==> config.mk <==
export PLATFORM = sky130hd
export DESIGN_NAME = mdu
export DESIGN_NICKNAME = d
export VERILOG_FILES = /design/src/rtl/mdu.sv
export SDC_FILE = /design/constraint.sdc
export NUM_CORES = 2
export LEC_CHECK = 0
export CORE_UTILIZATION = 39
export DETAILED_ROUTE_END_ITERATION = 8
export PLACE_DENSITY = 0.65
export SKIP_CTS_REPAIR_TIMING = 1
export SLEW_MARGIN = 5
export SYNTH_ARGS = -nofsm -noshare
export SYNTH_HDL_FRONTEND = slang
export SYNTH_SLANG_ARGS = --single-unit
export TNS_END_PERCENT = 20
==> constraint.sdc <==
create_clock -name clk -period 29.7 [get_ports clk]
set_input_delay 5.94 -clock clk [delete_from_list [all_inputs] [get_ports clk]]
set_output_delay 5.94 -clock clk [all_outputs]
set_load 0.02 [all_outputs]
==> src/rtl/mdu.sv <==
// Multiply/divide unit with HI/LO result registers and a fixed-latency busy window.
// Define MDU_DIV_EN to build the divider; without it div/divu behave like the reserved opcode.
module mdu #(
    parameter int WIDTH   = 32,
    parameter int MUL_LAT = 5,
    parameter int DIV_LAT = 10
) (
    input  logic             clk,
    input  logic             reset_n,
    input  logic             start,
    input  logic [2:0]       op,
    input  logic [WIDTH-1:0] a,
    input  logic [WIDTH-1:0] b,
    output logic             busy,
    output logic             done,
    output logic [WIDTH-1:0] hi,
    output logic [WIDTH-1:0] lo
);

    // state   | meaning
    // IDLE    | accepts start; mthi/mtlo write HI/LO directly
    // RUN     | multiply/divide in flight, counter counts down to 0, then commit
    localparam logic [0:0] ST_IDLE = 1'b0;
    localparam logic [0:0] ST_RUN  = 1'b1;

    localparam logic [2:0] OP_MULT  = 3'b001;
    localparam logic [2:0] OP_MULTU = 3'b010;
    localparam logic [2:0] OP_MTHI  = 3'b101;
    localparam logic [2:0] OP_MTLO  = 3'b110;

    localparam int MAX_LAT = (MUL_LAT > DIV_LAT) ? MUL_LAT : DIV_LAT;
    localparam int CW      = (MAX_LAT > 1) ? $clog2(MAX_LAT) : 1;
    localparam logic [CW-1:0] MUL_CNT = CW'(MUL_LAT - 1);

    logic [0:0]       state_q, state_d;
    logic [CW-1:0]    cnt_q, cnt_d;
    logic [2:0]       op_q, op_d;
    logic [WIDTH-1:0] a_q, a_d, b_q, b_d;
    logic [WIDTH-1:0] hi_q, hi_d, lo_q, lo_d;
    logic             done_q, done_d;

    logic [2*WIDTH-1:0] a_ext, b_ext, prod;
    logic [WIDTH-1:0]   res_hi, res_lo;
    logic               res_wr;
    logic               start_mul, start_div;
    logic [CW-1:0]      div_cnt;

    // Sign-extending both operands makes the low 2*WIDTH bits of the product the signed result.
    always_comb begin
        a_ext = {{WIDTH{1'b0}}, a_q};
        b_ext = {{WIDTH{1'b0}}, b_q};
        if (op_q == OP_MULT) begin
            a_ext = {{WIDTH{a_q[WIDTH-1]}}, a_q};
            b_ext = {{WIDTH{b_q[WIDTH-1]}}, b_q};
        end
        prod = a_ext * b_ext;
    end

    assign start_mul = (op == OP_MULT) || (op == OP_MULTU);

`ifdef MDU_DIV_EN
    localparam logic [2:0]    OP_DIV  = 3'b011;
    localparam logic [2:0]    OP_DIVU = 3'b100;
    localparam logic [CW-1:0] DIV_CNT = CW'(DIV_LAT - 1);

    logic             a_neg, b_neg;
    logic [WIDTH-1:0] a_mag, b_mag, q_mag, r_mag;

    // Magnitude division; most-negative / -1 wraps back to most-negative with zero remainder.
    always_comb begin
        a_neg = (op_q == OP_DIV) && a_q[WIDTH-1];
        b_neg = (op_q == OP_DIV) && b_q[WIDTH-1];
        a_mag = a_neg ? -a_q : a_q;
        b_mag = b_neg ? -b_q : b_q;
        q_mag = '0;
        r_mag = '0;
        if (b_mag != '0) begin
            q_mag = a_mag / b_mag;
            r_mag = a_mag % b_mag;
        end
    end

    always_comb begin
        res_wr = 1'b1;
        res_hi = prod[2*WIDTH-1:WIDTH];
        res_lo = prod[WIDTH-1:0];
        if ((op_q == OP_DIV) || (op_q == OP_DIVU)) begin
            res_wr = (b_q != '0);
            res_hi = a_neg ? -r_mag : r_mag;
            res_lo = (a_neg ^ b_neg) ? -q_mag : q_mag;
        end
    end

    assign start_div = (op == OP_DIV) || (op == OP_DIVU);
    assign div_cnt   = DIV_CNT;
`else
    assign res_wr    = 1'b1;
    assign res_hi    = prod[2*WIDTH-1:WIDTH];
    assign res_lo    = prod[WIDTH-1:0];
    assign start_div = 1'b0;
    assign div_cnt   = '0;
`endif

    always_comb begin
        state_d = state_q;
        cnt_d   = cnt_q;
        op_d    = op_q;
        a_d     = a_q;
        b_d     = b_q;
        hi_d    = hi_q;
        lo_d    = lo_q;
        done_d  = 1'b0;
        case (state_q)
            ST_IDLE: begin
                if (start) begin
                    if (start_mul || start_div) begin
                        state_d = ST_RUN;
                        cnt_d   = start_mul ? MUL_CNT : div_cnt;
                        op_d    = op;
                        a_d     = a;
                        b_d     = b;
                    end else if (op == OP_MTHI) begin
                        hi_d = a;
                    end else if (op == OP_MTLO) begin
                        lo_d = a;
                    end
                end
            end
            default: begin
                if (cnt_q == '0) begin
                    state_d = ST_IDLE;
                    done_d  = 1'b1;
                    if (res_wr) begin
                        hi_d = res_hi;
                        lo_d = res_lo;
                    end
                end else begin
                    cnt_d = cnt_q - 1'b1;
                end
            end
        endcase
    end

    always_ff @(posedge clk or negedge reset_n) begin
        if (!reset_n) begin
            state_q <= ST_IDLE;
            cnt_q   <= '0;
            op_q    <= '0;
            a_q     <= '0;
            b_q     <= '0;
            hi_q    <= '0;
            lo_q    <= '0;
            done_q  <= 1'b0;
        end else begin
            state_q <= state_d;
            cnt_q   <= cnt_d;
            op_q    <= op_d;
            a_q     <= a_d;
            b_q     <= b_d;
            hi_q    <= hi_d;
            lo_q    <= lo_d;
            done_q  <= done_d;
        end
    end

    assign busy = (state_q == ST_RUN);
    assign done = done_q;
    assign hi   = hi_q;
    assign lo   = lo_q;

endmodule
==> impl_metrics.yaml <==
grt:
  grt_pass1_vias: 41900
  antenna_found_initial: 9
  grt-ovfl-total: 0
  grt_pass1_wl_mm: 249
  grt_max_degree: 88
  grt_use_total: 0.240
finish:
  area_growth_pct: 6.94
  nNetsFinal: 7480
  fillers: 13400
  final_layout_size_suffix_gt1_frac: 0.0253
critical_path:
  crit_arrival_ns: 11.55
  cp_max_fo: 24
  cpPeakStageDelay_ns: 0.87
  endpoint_kind: "register"
  critPathRequiredTime_ns: 30.07
  crit_path_top_delay_cell: "fa_1"
  cpMostUsedCell: "fa_1"
  cp-start-kind: "register"
  critical_path_class: "register to register"
  critPathLaunch: "op_q[1]"
  worstReg2RegStart: "op_q[1]"
yosys:
  syn_nets: 7547
  synth_cell_types: 67
  synth-warning-count: 0
  yosys.area.top_type_share: 0.534
  ys.flop_type: "dfrtp_1"
  avgSynthCellArea_sq_um: 9.26
  yosys.area.top_type: "fa_1"
  ys_seq_area_frac: 0.0644
  synthTopCellsByArea: "fa_1 (53%), inv_1 (11%), ha_1 (7.3%)"
  synthArstFlopShare: 1.00
  synthTopCellsByCount: "inv_1 (1528), fa_1 (1419), nand2_1 (976)"
  synth_top_family_by_area: "adder cells"
  synthMostInstantiatedCell: "inv_1"
  synth_mux_area_frac: 0.00207
  synth_fa_ha_area_frac: 0.607
  synth_xor_area_frac: 0.0201
  syn_area_sq_mm: 0.0532
  yosys.area_share.simple: 0.135
  synth_edf_count: 0
  synthCells: 5749
  synth_seq_cells: 137
  synth_compound_area_frac: 0.0428
sta:
  finalCritPeriodShare: 0.376
  post-route-min-period_ns: 11.17
  finalHoldViolations: 0
  slew_viol_final: 0
  setup_viol: 0
  rsz0062_at_grt: "no"
  timing.slew.headroom: 0.270
  fin_skew_ns: 0.0318
  max_freq_mhz: 89.5
  fin_tns_setup_ns: 0
  max_slew.worst_pin.slew_ns: 1.09
cts:
  cts_tree: "built"
  numCtsBuffers: 17
  htreeDepth: 4
  cts_sinks: 137
  root_buffer: "clkbuf_16"
  clk_path_buf_depth: 2
  clk_latency_ns: 0.52
  clk_pin_slew_worst_paths_ns: 0.10
job:
  drv_cap: 0
placed_design:
  gp_congestion: 0.972
  dpl.hpwl_mm: 129
  port-buffer-count: 135
hold_path:
  hold_path.class: "register to register"
  min_from: "a_q[13]"
floorplanning:
  die-area_sq_mm: 0.138
  rows: 135
  initial_core_util: 0.393
  core_sq_mm: 0.135
  io_pins: 136
  chipWidth_um: 371
  die_h_um: 371
routing:
  post_drt_via_cell_ratio: 5.05
  firstDrtPassIters: 6
  wl_per_cell_um: 20.8
  vias: 37800
  final_antenna_net_count: 0
  wirelength_mm: 156
  drtIter0Drc: 2588
  remaining_drc_errors: 0
outcome:
  outcome: "finished, final reports clean"
-- logic make-up (layout without fill, tap and decap cells) --
family | Yosys count | count (layout)
AO/OA/AOI/OAI | 356 | 356
other | 0 | 4
buffers and inverters | 1823 | 1769
AND/OR/NAND/NOR | 1570 | 1570
adder cells (fa/ha/maj) | 1730 | 1730
flip-flops | 137 | 137
XOR/XNOR | 122 | 122
multiplexers | 11 | 11
-- placed cells by master, fill, tap and decap left out, drive strengths merged, types with 90 or more instances in the layout --
cell,instances
fa,1419
nand2,976
and2,406
o21ai,90
ha,309
dfrtp,137
inv,1536
xnor2,95
a21oi,121
clkdlybuf4s50,134
-- stage by stage --
step | setup slack, ns | instance area [sq um] | hold WS (ns) | utilization | instances
floorplan | 20.34 | 53200 | 0.470 | - | 5749
detailed placement | 18.77 | 56300 | 0.464 | 0.416 | 7444
global placement | 18.97 | 56300 | 0.460 | 0.416 | 7444
global route | 18.14 | 56900 | 0.499 | 0.420 | 7480
CTS | 18.68 | 56900 | 0.482 | 0.420 | 7476
finish | 18.53 | 56900 | 0.481 | 0.420 | 7480
-- path summary, 6_finish.rpt --
path                       endpoint  slack (ns)  cells past startpoint
max                          hi[31]       18.53                     31
min                         a_q[13]        0.48                      2
max reg2reg                  hi[31]       18.53                     31
min reg2reg                 a_q[13]        0.48                      2
max in group asynchronous   b_q[22]       22.57                      2
min in group asynchronous  cnt_q[2]        5.47                      1
-- layer usage --
| metal | wire [um] | track usage | share of wire | vias up |
|---|---|---|---|---|
| li1 | - | - | - | 16300 |
| met1 | 60000 | 0.297 | 0.39 | 20100 |
| met2 | 78700 | 0.413 | 0.51 | 1147 |
| met3 | 7520 | 0.0242 | 0.048 | 315 |
| met4 | 9540 | 0.130 | 0.061 | 0 |
| met5 | 0 | 0 | 0 | - |
-- state kept, by name, indices dropped and copies added (netlist names) --
register,cells
done,1
op_q,3
hi,32
lo,32
busy,1
b_q,32
cnt_q,4
a_q,32
-- worst max-delay path: cells and delay by family, from the launching register on --
kind | cells | cell delay (ns)
buf+inv | 7 | 1.23
fa+ha+maj | 11 | 5.96
compound gates | 7 | 1.51
simple gates | 5 | 1.71
flops | 1 | 0.42
xor+xnor | 1 | 0.16
-- area by class of cell --
cell class / instances / area (sq um) / share of cell area
clock buffer: 18 / 439 / 0.00771
clock inverter: 14 / 198 / 0.00347
timing repair buffer: 209 / 1910 / 0.0335
inverter: 1528 / 5740 / 0.101
antenna: 4 / 10.0 / 0.000176
multi-input combinational: 3789 / 43000 / 0.755
sequential: 137 / 3440 / 0.0604
tap: 1781 / 2230 / 0.0391
Power is not shown: default switching activity piles up to over one toggle a cycle in this logic, so the estimate is an artifact.
